<file path="config.mk">
export PLATFORM = sky130hd
export DESIGN_NAME = spi_ram_host_seq
export DESIGN_NICKNAME = d
export VERILOG_FILES = /design/src/rtl/spi_ram_host_seq.sv
export SDC_FILE = /design/constraint.sdc
export NUM_CORES = 1
export LEC_CHECK = 0
export BUFFER_PORTS_ARGS = -buffer_cell sky130_fd_sc_hd__buf_2
export CAP_MARGIN = 30
export CELL_PAD_IN_SITES_DETAIL_PLACEMENT = 2
export CELL_PAD_IN_SITES_GLOBAL_PLACEMENT = 2
export CORE_MARGIN = 4
export CORE_UTILIZATION = 30
export DETAILED_ROUTE_END_ITERATION = 6
export PLACE_DENSITY_LB_ADDON = 0.1
export SLEW_MARGIN = 30
export SYNTH_ARGS = -nofsm -noshare
export SYNTH_HDL_FRONTEND = slang
export SYNTH_SLANG_ARGS = --single-unit
</file>
<file path="constraint.sdc">
create_clock -name clk -period 3.2 [get_ports clk]
set_input_delay 0.32 -clock clk [delete_from_list [all_inputs] [get_ports clk]]
set_output_delay 0.32 -clock clk [all_outputs]
set_load 0.05 [all_outputs]
</file>
<file path="src/rtl/spi_ram_host_seq.sv">
// spi_ram_host_seq: host sequencer issuing two-frame SPI transactions to an Spi_Ram slave
// Ports: clk/rstn (async active-low); req_valid/req_ready/req_wr/req_addr/req_wdata request in;
// rsp_valid/rsp_rdata read response; busy; SS_n/MOSI/MISO serial link to the slave.
module spi_ram_host_seq #(
  parameter int GAP_CYCLES = 2,
  parameter int RD_WAIT    = 1
) (
  input  logic       clk,
  input  logic       rstn,
  input  logic       req_valid,
  output logic       req_ready,
  input  logic       req_wr,
  input  logic [7:0] req_addr,
  input  logic [7:0] req_wdata,
  output logic       rsp_valid,
  output logic [7:0] rsp_rdata,
  output logic       busy,
  output logic       SS_n,
  output logic       MOSI,
  input  logic       MISO
);
  typedef enum logic [2:0] {IDLE, START, SEL, SHIFT, RWAIT, CAPT, GAP} state_e;
  state_e     state_q, state_d;
  logic [3:0] cnt_q, cnt_d;
  logic       ph_q, ph_d, wr_q, wr_d;
  logic [7:0] addr_q, addr_d, wdata_q, wdata_d, cap_q, cap_d;
  logic       req_ready_q, req_ready_d, busy_q, busy_d, rsp_valid_q, rsp_valid_d;
  logic [7:0] rsp_rdata_q, rsp_rdata_d;
  logic       ss_n_q, ss_n_d, mosi_q, mosi_d;
  logic [9:0] frame;
  logic       last_capt;
  assign req_ready = req_ready_q;
  assign busy      = busy_q;
  assign rsp_valid = rsp_valid_q;
  assign rsp_rdata = rsp_rdata_q;
  assign SS_n      = ss_n_q;
  assign MOSI      = mosi_q;
  always_ff @(posedge clk or negedge rstn) begin
    if (!rstn) begin
      state_q     <= IDLE;
      cnt_q       <= '0;
      ph_q        <= 1'b0;
      wr_q        <= 1'b0;
      addr_q      <= '0;
      wdata_q     <= '0;
      cap_q       <= '0;
      req_ready_q <= 1'b1;
      busy_q      <= 1'b0;
      rsp_valid_q <= 1'b0;
      rsp_rdata_q <= '0;
      ss_n_q      <= 1'b1;
      mosi_q      <= 1'b0;
    end else begin
      state_q     <= state_d;
      cnt_q       <= cnt_d;
      ph_q        <= ph_d;
      wr_q        <= wr_d;
      addr_q      <= addr_d;
      wdata_q     <= wdata_d;
      cap_q       <= cap_d;
      req_ready_q <= req_ready_d;
      busy_q      <= busy_d;
      rsp_valid_q <= rsp_valid_d;
      rsp_rdata_q <= rsp_rdata_d;
      ss_n_q      <= ss_n_d;
      mosi_q      <= mosi_d;
    end
  end
  // One shared cycle counter restarts at 0 on every state change.
  always_comb begin
    state_d = state_q;
    ph_d    = ph_q;
    wr_d    = wr_q;
    addr_d  = addr_q;
    wdata_d = wdata_q;
    case (state_q)
      IDLE: if (req_valid && req_ready_q) begin
        state_d = START;
        ph_d    = 1'b0;
        wr_d    = req_wr;
        addr_d  = req_addr;
        wdata_d = req_wdata;
      end
      START: state_d = SEL;
      SEL:   state_d = SHIFT;
      SHIFT: if (cnt_q == 4'd9) state_d = (ph_q && !wr_q) ? ((RD_WAIT == 0) ? CAPT : RWAIT) : GAP;
      RWAIT: if (cnt_q == 4'(RD_WAIT - 1)) state_d = CAPT;
      CAPT:  if (cnt_q == 4'd7) state_d = GAP;
      GAP: if (cnt_q == 4'(GAP_CYCLES - 1)) begin
        state_d = ph_q ? IDLE : START;
        ph_d    = 1'b1;
      end
      default: state_d = IDLE;
    endcase
    cnt_d = (state_d != state_q) ? 4'd0 : cnt_q + 4'd1;
  end
  // Outputs are decoded from the next state so the registered pins line up with the state they belong to.
  always_comb begin
    frame       = {~wr_q, ph_q, ph_q ? (wr_q ? wdata_q : 8'h00) : addr_q};
    last_capt   = (state_q == CAPT) && (cnt_q == 4'd7);
    cap_d       = (state_q == CAPT) ? {cap_q[6:0], MISO} : cap_q;
    rsp_valid_d = last_capt;
    rsp_rdata_d = last_capt ? cap_d : rsp_rdata_q;
    ss_n_d      = (state_d == IDLE) || (state_d == GAP);
    req_ready_d = state_d == IDLE;
    busy_d      = state_d != IDLE;
    mosi_d      = (state_d == SEL) ? ~wr_q : (state_d == SHIFT) ? frame[4'd9 - cnt_d] : 1'b0;
  end
endmodule

</file>
## Word-level counts from Yosys, hierarchy flattened

Index checks and enable logic that the tools add are counted.

| word-level totals | value |
|---|---|
| bits in registers | 46 |
| bits of input ports | 21 |

| cells by class | value |
|---|---|
| add/sub/neg operators | 2 |
| order comparisons | 1 |
| equal/unequal tests | 15 |
| multiplexer cells | 19 |
| bitwise logic cells | 1 |
| reductions and logical operators | 12 |

Operator list:

| cell | count |
|---|---|
| two-way mux 8 bit | 3 |
| one-hot mux 3 bit (7 select lines) | 1 |
| two-way mux 3 bit | 5 |
| == test 3 x 2 -> 1 bit (second input constant) | 4 |
| == test 3 bit (second input constant) | 4 |
| zero test 3 bit | 2 |
| two-way mux 1 bit | 6 |
| < comparator 4 x 5 -> 1 bit (second input constant) | 1 |
| adder 4 x 1 -> 4 bit (second input constant) | 1 |
| binary-select mux 1 bit (select 4 bit) | 1 |
| == test 4 x 1 -> 1 bit (second input constant) | 1 |
| == test 4 x 3 -> 1 bit (second input constant) | 1 |
| == test 4 bit (second input constant) | 1 |
| zero test 4 bit | 1 |
| two-way mux 4 bit | 1 |
| inequality test 2 bit (second input constant) | 2 |
| subtractor 4 bit (first input constant) | 1 |
| == test 3 x 1 -> 1 bit (second input constant) | 1 |
| logical AND 1 bit | 3 |
| inequality test 3 bit | 1 |
| AND reduction 3 bit | 1 |
| nonzero test 3 bit | 1 |
| two-way mux 2 bit | 1 |
| one-hot mux 1 bit (2 select lines) | 1 |
| 5 further kinds | 5 |

## Depth between registers and ports, before layout

Gate-level depths: netlist of the first run.

| logic depth | value |
|---|---|
| word-level depth | 12 |
| mapped depth | 14 |
| gate-level depth less buffers | 14 |

## Worst setup path before layout of the first run

Ideal clock, no wire load.

| timing path | value |
|---|---|
| kind | register -> register |
| start | register cnt_q[1] |
| end | register mosi_q, in the netlist MOSI |
| library setup time | 120 ps |
| arrival | 2525 ps |
| data required time | 3080 ps |
| slack | 555 ps |
| stages on the path, launching flop included | 15 |
| clock period less this slack | 2645 ps |
| cell sequence | dfrtp_1 inv_1 ha_1 nand4bb_1 o32ai_1 nor4_4 mux2_2 nand2_1 ha_1 nor2b_1 nand2_1 mux2i_1 a2bb2oi_1 nand4_1 a31o_1 |

| between the ends | value |
|---|---|
| cells in the longest elaborated chain, start to end | 10 |
| elaborated cells between the ends (all ways) | 19 |

Ends and longest elaborated chain:

| element | line | RTL |
|---|---|---|
| start, declared | 24 | `logic [3:0] cnt_q, cnt_d;` |
| start signal, assigned | 55 | `cnt_q <= cnt_d;` |
| == test 4 x 1 -> 1 bit, or another cell as far along | 89 | `GAP: if (cnt_q == 4'(GAP_CYCLES - 1)) begin` |
| two-way mux 3 bit, on equally long branches | -- |  |
| one-hot mux 3 bit (7 select lines) | 76 | `case (state_q)` |
| inequality test 3 bit | 95 | `cnt_d = (state_d != state_q) ? 4'd0 : cnt_q + 4'd1;` |
| two-way mux 4 bit | 95 |  |
| subtractor 4 bit | 107 | `mosi_d = (state_d == SEL) ? ~wr_q : (state_d == SHIFT) ? frame[4'd9 - cnt_d] : 1'b0;` |
| binary-select mux 1 bit (select 4 bit) | 107 |  |
| two-way mux 1 bit (implied by the code) | 107 |  |
| two-way mux 1 bit | 107 |  |
| two-way mux 1 bit * | 107 |  |
| named net mosi_d | 29 | `logic ss_n_q, ss_n_d, mosi_q, mosi_d;` |
| end signal, assigned | 66 | `mosi_q <= mosi_d;` |
| end, declared | 29 |  |

The timed path passes the listed nets; every way through them passes the cells marked *. The select of a mux whose other input is x is not followed.
A chain may end at the register's enable or synchronous reset.

## Final worst setup path of the first run

| timing path | value |
|---|---|
| start | register cnt_q[0] |
| end | register mosi_q, in the netlist MOSI |

Same word-level chain as after synthesis.

==> results of run 1 <==
[area by class of cell]
class | instances | area share
Tap cell | 99 | 0.04735
Sequential cell | 45 | 0.4323
Multi-Input combinational cell | 111 | 0.3754
Timing Repair Buffer | 37 | 0.08034
Clock buffer | 6 | 0.03156
Inverter | 13 | 0.01865
Clock inverter | 2 | 0.01435
[registers in the layout, summed over array words and instances (netlist names)]
name	flops
addr_q	8
rsp_rdata	8
wdata_q	8
cap_q	7
cnt_q	4
state_q	3
MOSI	1
SS_n	1
busy	1
ph_q	1
req_ready	1
rsp_valid	1
wr_q	1
[where the power goes]
group	total, mW	switching (mW)	internal (mW)
clock	0.450	0.196	0.254
combinational	0.804	0.451	0.353
sequential	0.737	0.0917	0.646
[cell usage after synthesis, drive strengths merged, types with 2 or more instances]
cell    count
a21oi       2
a22o        4
a22oi       3
a31oi       2
and4b       2
buf         5
clkbuf      2
dfrtp      43
dfstp       2
ha          4
inv        13
mux2       33
mux2i       3
nand2       8
nand2b      2
nand3       2
nand4       2
nor2       10
nor2b       2
nor3        3
o21ai       4
xnor2       2
xor2        2
[cell families (layout without fill, tap and decap cells)]
family	after synthesis	count (layout)	synth area share
AO/OA/AOI/OAI	26	26	0.09910
adder cells (fa/ha/maj)	4	4	0.02265
AND/OR/NAND/NOR	41	41	0.1201
XOR/XNOR	4	4	0.01586
flip-flops	45	45	0.5108
multiplexers	36	36	0.1835
buffers and inverters	20	58	0.04813
[critical path: stages, from the launching register on]
cell and delay (ps):
sky130_fd_sc_hd__dfrtp_1 460, sky130_fd_sc_hd__ha_1 230, sky130_fd_sc_hd__and4b_1 260, sky130_fd_sc_hd__o32ai_2 110
sky130_fd_sc_hd__nor4_4 270, sky130_fd_sc_hd__mux2_2 420, sky130_fd_sc_hd__nand2_1 160, sky130_fd_sc_hd__ha_1 300
sky130_fd_sc_hd__nor2b_1 170, sky130_fd_sc_hd__nand2_1 70, sky130_fd_sc_hd__mux2i_1 150, sky130_fd_sc_hd__a2bb2oi_1 90
sky130_fd_sc_hd__nand4_1 90, sky130_fd_sc_hd__a31o_1 140
[routing by layer]
metal	share of wire	global-route usage
met1	0.44	0.1773
met2	0.52	0.2271
met3	0.029	0.02885
met4	0.011	0.03610
met5	0	0
[what timing repair did]
action,CTS,global route
endpoints found under the hold margin,15,0
resized for setup,0,3
setup endpoints to repair,0,1
hold buffers,1,0
buffers inserted,0,1
[worst max-delay path by stage]
stage / from / endpoint / slack (ps) / cells past startpoint
floorplan: cnt_q[1] / MOSI / 560 / 14
global placement: state_q[0] / MOSI / 250 / 12
detailed placement: state_q[0] / MOSI / 110 / 12
CTS: state_q[0] / MOSI / 80 / 12
global route: cnt_q[1] / MOSI / 20 / 14
finish: cnt_q[0] / MOSI / 250 / 13
[per-stage QoR]
| step | instance area [um^2] | std cells |
|---|---|---|
| 4_1_cts | 2599 | 312 |
| 3_5_place_dp | 2469 | 303 |
| 5_1_grt | 2616 | 313 |
| 3_3_place_gp | 2449 | 302 |
| 2_1_floorplan | 2210 | 176 |
| 6_report | 2616 | 313 |
==> results.txt, run 1 <==
The flow ran to the end, and the final reports show no timing, DRC or antenna violations. The number of top-level pins is 34. Register bit total from synthesis: 45. 0 antenna diodes ended up in the layout. The final wirelength was 5.446 mm. The share of Yosys cell area claimed by the top area cell type was 0.4870. The tightest min-delay check is of the in -> reg type. IR analysis of the VDD net gives a maximum drop of 237.4 uV. The final count of hold timing violations was 0. Async set-reset flop share out of synthesis: 1.000.

Start point of the worst min-delay path: req_wdata[6]. Yosys mapped a number of flops with a built-in enable equal to 0. The run gives 2 as the number of H-tree levels. Based on the critical path, the design can be clocked at up to 0.3389 GHz. The depth of the worst register-to-register path works out to 13.

The tools report the utilization after layout as 0.3626. The library cells used most frequently in the layout, excluding fill and tap cells, are sky130_fd_sc_hd__dfrtp_1, sky130_fd_sc_hd__mux2_2, sky130_fd_sc_hd__buf_2, sky130_fd_sc_hd__inv_1. The cell chosen for the clock root is sky130_fd_sc_hd__clkbuf_8. The worst setup path is captured at a register. Counting instances, the worst hold path has a depth of 2. The number of sinks on the clock net was 45; the worst setup timing slack at the placement stage was 111.8 ps.

The detail route stage leaves a number of antenna-violating nets equal to 0. Setup slack on the critical path of the routed design comes to 249.1 ps. For the final routed database, the setup TNS stands at 0 ps. Setup repair after global routing left no endpoint under its margin.

The final worst-path cycle share is 0.9221, and the endpoint arrival time on the critical path is 3190 ps. For the final database, setup skew stands at 5.921 ps. The worst setup path is launched from a register. The number of iterations in the first detailed-routing pass came out at 3. The count of buffers added on input and output ports is 33.

The floorplan die height works out to 93.82 um. The max-slew headroom at the worst pin came out at 0.6464. The endpoint of the lowest-slack register-to-register path was MOSI.

Summed over all nets, the half-perimeter wirelength after detailed placement is 4.177 mm. After floorplanning, the core was sized to cover 0.007214 mm^2. In this run the core area contains 31 standard-cell rows. The library cell used most frequently in the layout, excluding fill and tap cells, is sky130_fd_sc_hd__dfrtp_1. In this run the worst path has a maximum fanout of 7. The tightest hold path in the finished design has a slack of 251.6 ps. The design draws 1.992 mW. For the number of different library cells in the post-synthesis netlist, the log shows 52. The flip-flop cell with the highest count after synthesis was sky130_fd_sc_hd__dfrtp_1.

The transition time of the tightest slew-check pin came out at 515.6 ps. In the final layout, the multi-input gates occupy 982.2 um^2. The run gives 30 as the pin count of the biggest net entering global routing. The max-cap check violation count was 0; the total global routing overflow was 0. The number of antenna violations at the first check in global routing was 0. The category of the critical setup timing path was reg -> reg. Across the whole layout, storage elements account for 0.001131 mm^2. Counting the fill cells in the layout gives 782. The synthesis-to-finish area growth came out at 18.40%. After clock tree synthesis, the clock-pin slew on the worst setup and hold paths is 90 ps. The number of global-route vias before repair is 1728, and the number of nets at the end of the flow is 238. The register-to-register path setup slack is 250 ps, and the detail-routed via count per cell is 4.780.

Summing every instance area after synthesis gives 0.002210 mm^2. The synthesized design spends more area on one cell type than any other, namely sky130_fd_sc_hd__dfrtp_1. The congestion estimate from routability-driven global placement came to 0.8318. In this run the critical register-to-register path is launched from cnt_q[0]. The worst path required time was 3440 ps.

Setup violations remaining at the end of the flow were counted as 0. The number of design-rule violations left by the first detailed-router iteration is 38. The power density relative to cell area is 761.3 mW/mm^2. TritonCTS built the clock tree. The synthesized area per cell came out at 12.55 um^2. Average wire per standard cell: 17.40 um.

In this run, CTS created clock tree buffers numbering 5. The clock latency reported for the late side of the worst-skew pair is 300 ps. The width of the chip is 93.82 um. For this run, design rule violations remaining after detail routing come to 0. For the finished layout, the period the worst path requires is 2951 ps.

Total vias in the final route: 1496. The effective utilization at floorplan came out at 0.3063. The tools report the area of the die as 0.008802 mm^2. The worst hold path terminates at wdata_q[6].

For the wire length of the first global-routing pass, the log shows 9.259 mm. For the number of max-slew violations in the final report, the log shows 0. The number of nets handed over by synthesis was 201. The total track usage is 0.1357. By area the synthesized netlist is led by sky130_fd_sc_hd__dfrtp_1, sky130_fd_sc_hd__mux2_2, sky130_fd_sc_hd__dfstp_2, sky130_fd_sc_hd__ha_1, sky130_fd_sc_hd__inv_1. The count of warnings emitted by yosys is 0. The gate count of the mapped netlist is 176, and the register area share after synthesis is 0.5108. The longest clock path from root to sink contains 2 buffers. The static power due to leakage came out at 1.227 nW.

Share of cells above drive strength 1: 0.4393.
(Power assumes the default switching activity.)
==> run 2: changes to the inputs <==
RECOVER_POWER = 25   (was default)
==> results.txt, run 2 (synthesis gave the netlist of run 1 again) <==
The worst-case IR drop observed on VDD is 237.0 uV. The final worst-path cycle share was 0.9230; the final estimated routing congestion in global placement was 0.8318. The width of the chip came out at 93.82 um. The tree is rooted in a sky130_fd_sc_hd__clkbuf_8. Setup repair after global routing left no endpoint under its margin.

The total track usage was 0.1357. The critical path goes through ha_1, and4b_1, o32ai_2, nor4_4, mux2_2, nand2_1, ha_1, nor2b_1, nand2_1, mux2i_1, a2bb2oi_1, nand4_1, a31o_1. The run gives 1501 as the total vias in the final route.

For the max-slew headroom at the worst pin, the log shows -0.03022. The worst hold path belongs to the class in -> reg. For this run the aggregate overflow at the end of global routing stands at 0. The design draws 1.990 mW. The clock latency reported for the late side of the worst-skew pair came out at 300 ps. The final count of hold timing violations came out at 0. The die covers 0.008802 mm^2. The number of nets with antenna violations after detailed routing was 0. The core region is 0.007214 mm^2. For the final HPWL from detailed placement, the log shows 4.177 mm. Maximum frequency from static timing analysis: 0.3386 GHz. TritonCTS built the clock tree. The tools report the number of H-tree levels as 2. From bottom edge to top edge, the die measures 93.82 um.

After the first detailed-routing iteration, the DRC count stood at 43. The cell type of the slowest stage on the worst timing path was sky130_fd_sc_hd__dfrtp_1. The number of top-level pins is 34.

The worst path required time is 3440 ps. The logs give 30 for the number of max-slew violations in the final report and 5 for the number of buffers created by CTS. The checks that failed: capacitance limit, slew limit. Final hold analysis gives a worst-case slack of 252.1 ps. The logs give 31 for the number of cell rows and 6.661 ps for the clock skew after layout. The area growth from synthesis to layout is 17.61%.

The number of global-route vias before repair was 1728; the number of fill cells was 783. In this run the static leakage power is 1.216 nW. Grouping stages by cell kind, the critical path spends the most delay in simple AND/OR/NAND/NOR gates.

The run finished, with violations left. In this run the worst path has a maximum fanout of 7. After layout, the minimum clock period comes to 2954 ps.

The clock passes through at most 2 buffers. The tools report the max-cap check violation count as 1. After detailed routing, the average wire length per cell comes to 17.37 um. In the layout the commonest cells are sky130_fd_sc_hd__dfrtp_1, sky130_fd_sc_hd__mux2_2, sky130_fd_sc_hd__buf_2, sky130_fd_sc_hd__inv_1.

The total inserted antenna cells was 0. The share of cells above drive strength 1 works out to 0.4299. The critical path is of the reg -> reg type.

The utilization after layout was 0.3602. In this run the power density over the cells is 765.9 mW/mm^2. After clock tree synthesis, the clock-pin slew on the worst setup and hold paths is 90 ps. The net count of the finished layout is 238. The final total negative setup slack is 0 ps. The first global-routing pass estimated 9.259 mm of wire. The transition time of the tightest slew-check pin is 1545 ps. In the routed layout, each cell is associated on average with a via count of 4.796. The number of antenna violations at the first check in global routing was 0; the final wirelength was 5.438 mm.

The critical path startpoint category was a register. The maximum cell stage delay along the critical path came out at 460 ps. Clock tree synthesis found a total of 45 sinks. The run gives 0 as the post-route DRC violation count. The tools report the setup-violating endpoint count in the final report as 0. STA classifies the critical path endpoint as a register. The number of iterations in the first detailed-routing pass was 4. Effective utilization at floorplan: 0.3063. The finished cells cover 0.002599 mm^2. The number of buffer and inverter instances along the worst setup path is 0, and the number of I/O port buffers is 33.

The most frequent standard cell in the layout excluding fill and tap cells was sky130_fd_sc_hd__dfrtp_1. The logs give 3200 ps for the endpoint arrival time on the critical path and 0.002469 mm^2 for the cell area after placement. The pin count of the biggest net entering global routing came out at 30.
-- run 2: worst reg2reg max path, stage by stage (launching register included) --
cell and delay (ps):
sky130_fd_sc_hd__dfrtp_1 460, sky130_fd_sc_hd__ha_1 230, sky130_fd_sc_hd__and4b_1 260, sky130_fd_sc_hd__o32ai_2 110, sky130_fd_sc_hd__nor4_4 270, sky130_fd_sc_hd__mux2_2 420, sky130_fd_sc_hd__nand2_1 160, sky130_fd_sc_hd__ha_1 300
sky130_fd_sc_hd__nor2b_1 170, sky130_fd_sc_hd__nand2_1 70, sky130_fd_sc_hd__mux2i_1 150, sky130_fd_sc_hd__a2bb2oi_1 90, sky130_fd_sc_hd__nand4_1 90, sky130_fd_sc_hd__a31o_1 140
-- run 2: report_power, final --
group / internal (mW) / leakage [nW] / switching, mW
Clock: 0.254 / 0.0574 / 0.196
Combinational: 0.350 / 0.587 / 0.452
Sequential: 0.646 / 0.571 / 0.0918
Total: 1.25 / 1.22 / 0.740
-- run 2: layout make-up --
class                      instances  area [um^2]  area share
inverter                          13        48.80     0.01878
timing repair buffer              37        192.7     0.07415
sequential                        45         1131      0.4352
tap                               99        123.9     0.04767
clock inverter                     2        37.54     0.01444
clock buffer                       6        82.58     0.03178
multi-input combinational        111        982.2      0.3779
-- run 2: what timing repair did --
item                                    4_1_cts  5_1_grt
buffers inserted                              0        1
endpoints found under the setup margin        0        1
gates resized for setup                       0        3
hold endpoints to repair                     15        0
hold buffers                                  1        0
-- run 2: metal layers --
| metal | track usage | part of all wire | up-vias |
|---|---|---|---|
| met1 | 0.1773 | 0.44 | 774 |
| li1 | - | - | 697 |
| met2 | 0.2271 | 0.52 | 24 |
| met3 | 0.02885 | 0.029 | 6 |
| met4 | 0.03610 | 0.011 | 0 |
| met5 | 0 | 0 | - |
-- run 2: final timing paths --
check                             start            to  slack, ps  depth (start not counted)
max                            cnt_q[0]          MOSI        250                         13
min                        req_wdata[6]    wdata_q[6]        250                          2
max reg2reg                    cnt_q[0]          MOSI        250                         13
min reg2reg                rsp_rdata[7]  rsp_rdata[7]        510                          1
max in group asynchronous          rstn    wdata_q[2]        590                          3
min in group asynchronous          rstn    state_q[0]        680                          2
-- run 2: metrics by stage --
stage	setup WS, ps	instances
2_1_floorplan	555.3	176
3_3_place_gp	255.0	302
3_5_place_dp	111.8	303
4_1_cts	81.03	312
5_1_grt	19.94	313
6_report	246.5	313
==> run 3: changes to the inputs <==
CELL_PAD_IN_SITES_DETAIL_PLACEMENT = default   (was 2)
CELL_PAD_IN_SITES_GLOBAL_PLACEMENT = default   (was 2)
PLACE_DENSITY_LB_ADDON = default   (was 0.1)
==> results.txt, run 3 (synthesis gave the netlist of run 1 again) <==
The detail-routed via count per cell was 4.623. The final worst-path cycle share was 0.9126; the post-cts hold buffer count was 0. Kind of cell adding the most delay to the critical path: simple AND/OR/NAND/NOR gates. The floorplan step set the die height to 93.82 um.

The number of max-slew violations in the final report came out at 46. For the number of top-level pins, the log shows 34. The logs give 0 for the setup-violating endpoint count in the final report and 31 for the number of cell rows. The number of buffers created by CTS was 5; the maximum net fanout on the critical path was 7. For the maximum frequency from static timing analysis, the log shows 0.3424 GHz. Effective utilization at floorplan: 0.3063.

The max-slew headroom at the worst pin is -0.5910. For the number of iterations in the first detailed-routing pass, the log shows 4. Clock tree synthesis found a total of 45 sinks. The clock input transition at the sequential cells of the worst setup and hold paths was 80 ps; the power density relative to cell area was 721.6 mW/mm^2. The number of nets at the end of the flow is 235, and the number of antenna violations at the first check in global routing is 0.

The final count of hold timing violations was 0; the total inserted antenna cells was 0. In the layout the commonest cells are sky130_fd_sc_hd__dfrtp_1, sky130_fd_sc_hd__mux2_2, sky130_fd_sc_hd__buf_2, sky130_fd_sc_hd__inv_1. The run finished, with violations left.

The number of global-route vias before repair was 1428; the worst setup margin was 279.6 ps. Between clock sinks in the finished design, the worst skew comes to 8.386 ps. Buffers placed on the I/O ports in this run total 33. The number of buffer and inverter instances along the worst setup path was 1; the final instance count without filler cells was 310. The final total negative setup slack was 0 ps; the time the worst path needs with I/O delays and setup was 2920 ps. Once placement completed, the tool counted placed cells totaling 302. The width of the chip was 93.82 um.

The number of nets with antenna violations after detailed routing was 0; the average wire per standard cell was 13.41 um. The first global-routing pass estimated 6.810 mm of wire. After global routing the overflow that remains totals 0. The run gives 1.837 mW as the post-route total power. TritonCTS built the clock tree. At the pin with the least slew margin, the transition time is 2387 ps. The checks that failed: capacitance limit, slew limit.

Number of H-tree levels: 2. Setup repair after global routing left no endpoint under its margin. The signal on the critical path passes through inv_1, ha_1, nor4bb_2, nor4_4, mux2_2, nand2_1, ha_1, nor2b_1, nand2_1, mux2i_1, a2bb2oi_1, nand4_1, a31o_1. The number of fill cells was 749. The number of design-rule violations left by the first detailed-router iteration is 41, and the maximum clock insertion buffer count is 2. The floorplan step defined a die boundary enclosing 0.008802 mm^2.

The post-CTS setup repair buffer count was 0. Clock latency on the worst-skew pair, taken at its later pin, is 300 ps. The critical path startpoint category is a register.

The cell type of the slowest stage on the worst timing path is sky130_fd_sc_hd__dfrtp_1. The run gives 0.007214 mm^2 as the core area. STA classifies the critical path endpoint as a register.

Summed over all layers, the routed wires come to 4.156 mm. Summing over every cut layer, the via total after detailed routing is 1433. Summed over all nets, the half-perimeter wirelength after detailed placement is 2.978 mm. The run gives 0 as the number of gates resized after cts. In this run the worst hold path is classified as in -> reg.

The logs give 3440 ps for the worst path required time and 0 for the post-route DRC violation count. In this run the static leakage power is 1.195 nW. The synthesis-to-finish area growth is 15.23%.

STA puts the critical path data arrival time at 3160 ps. The final estimated routing congestion in global placement is 0.8929, and the max-cap check violation count is 1. The most frequent standard cell in the layout excluding fill and tap cells was sky130_fd_sc_hd__dfrtp_1.

IR analysis of the VDD net gives a maximum drop of 266.3 uV. Share of cells above drive strength 1: 0.4171. The run gives 0.09968 as the total track usage.

The tools report the cell chosen for the clock root as sky130_fd_sc_hd__clkbuf_8. On the worst path, the slowest cell contributes a delay of 470 ps. Entering global routing, the biggest net connects 46 pins. The critical path in this run is classified as reg -> reg. The logs give 0.3529 for the utilization after layout and 247.0 ps for the worst setup timing slack at the placement stage.
## run 3: changes by cell type in the layout (fill, tap and decap cells not counted)
cell	delta
sky130_fd_sc_hd__dfrtp_1	+1
sky130_fd_sc_hd__dlygate4sd3_1	-1
sky130_fd_sc_hd__buf_4	-1
sky130_fd_sc_hd__dfrtp_2	-1
sky130_fd_sc_hd__clkinvlp_4	-1
sky130_fd_sc_hd__bufinv_16	-1
sky130_fd_sc_hd__clkbuf_1	+1
## run 3: report_power, final
part	total [mW]	internal, mW	leakage, nW	switching (mW)
Sequential	0.732	0.645	0.571	0.0871
Combinational	0.747	0.335	0.578	0.412
Clock	0.358	0.176	0.0455	0.182
Total	1.84	1.16	1.19	0.681
## run 3: path summary, 6_finish.rpt
check / start / to / slack (ps) / cells after the start
hold reg to reg: rsp_rdata[5] / rsp_rdata[5] / 500 / 1
setup reg to reg: cnt_q[0] / MOSI / 280 / 13
max in group asynchronous: rstn / state_q[0] / 930 / 1
min in group asynchronous: rstn / cap_q[2] / 750 / 1
setup / recovery: cnt_q[0] / MOSI / 280 / 13
hold / removal: req_addr[3] / addr_q[3] / 240 / 2
## run 3: layout make-up
type	count	area (um^2)	share of cell area
flip-flops and latches	45	1130	0.4437
multi-input cells	111	982.2	0.3857
repair buffers	34	171.4	0.06732
well taps	99	123.9	0.04865
clock buffers	8	90.09	0.03538
inverters	13	48.80	0.01916
## run 3: metal layers
layer	track usage	share of wire
met1	0.1267	0.46
met2	0.1538	0.47
met3	0.03125	0.052
met4	0.04693	0.020
met5	0	0
## run 3: per-stage QoR
stage / area, um^2 / hold slack, ps
after floorplan: 2210 / 24.41
after global placement: 2449 / 484.5
after detailed placement: 2451 / 360.8
after CTS: 2541 / 28.90
after global routing: 2546 / 236.6
final: 2546 / 244.1
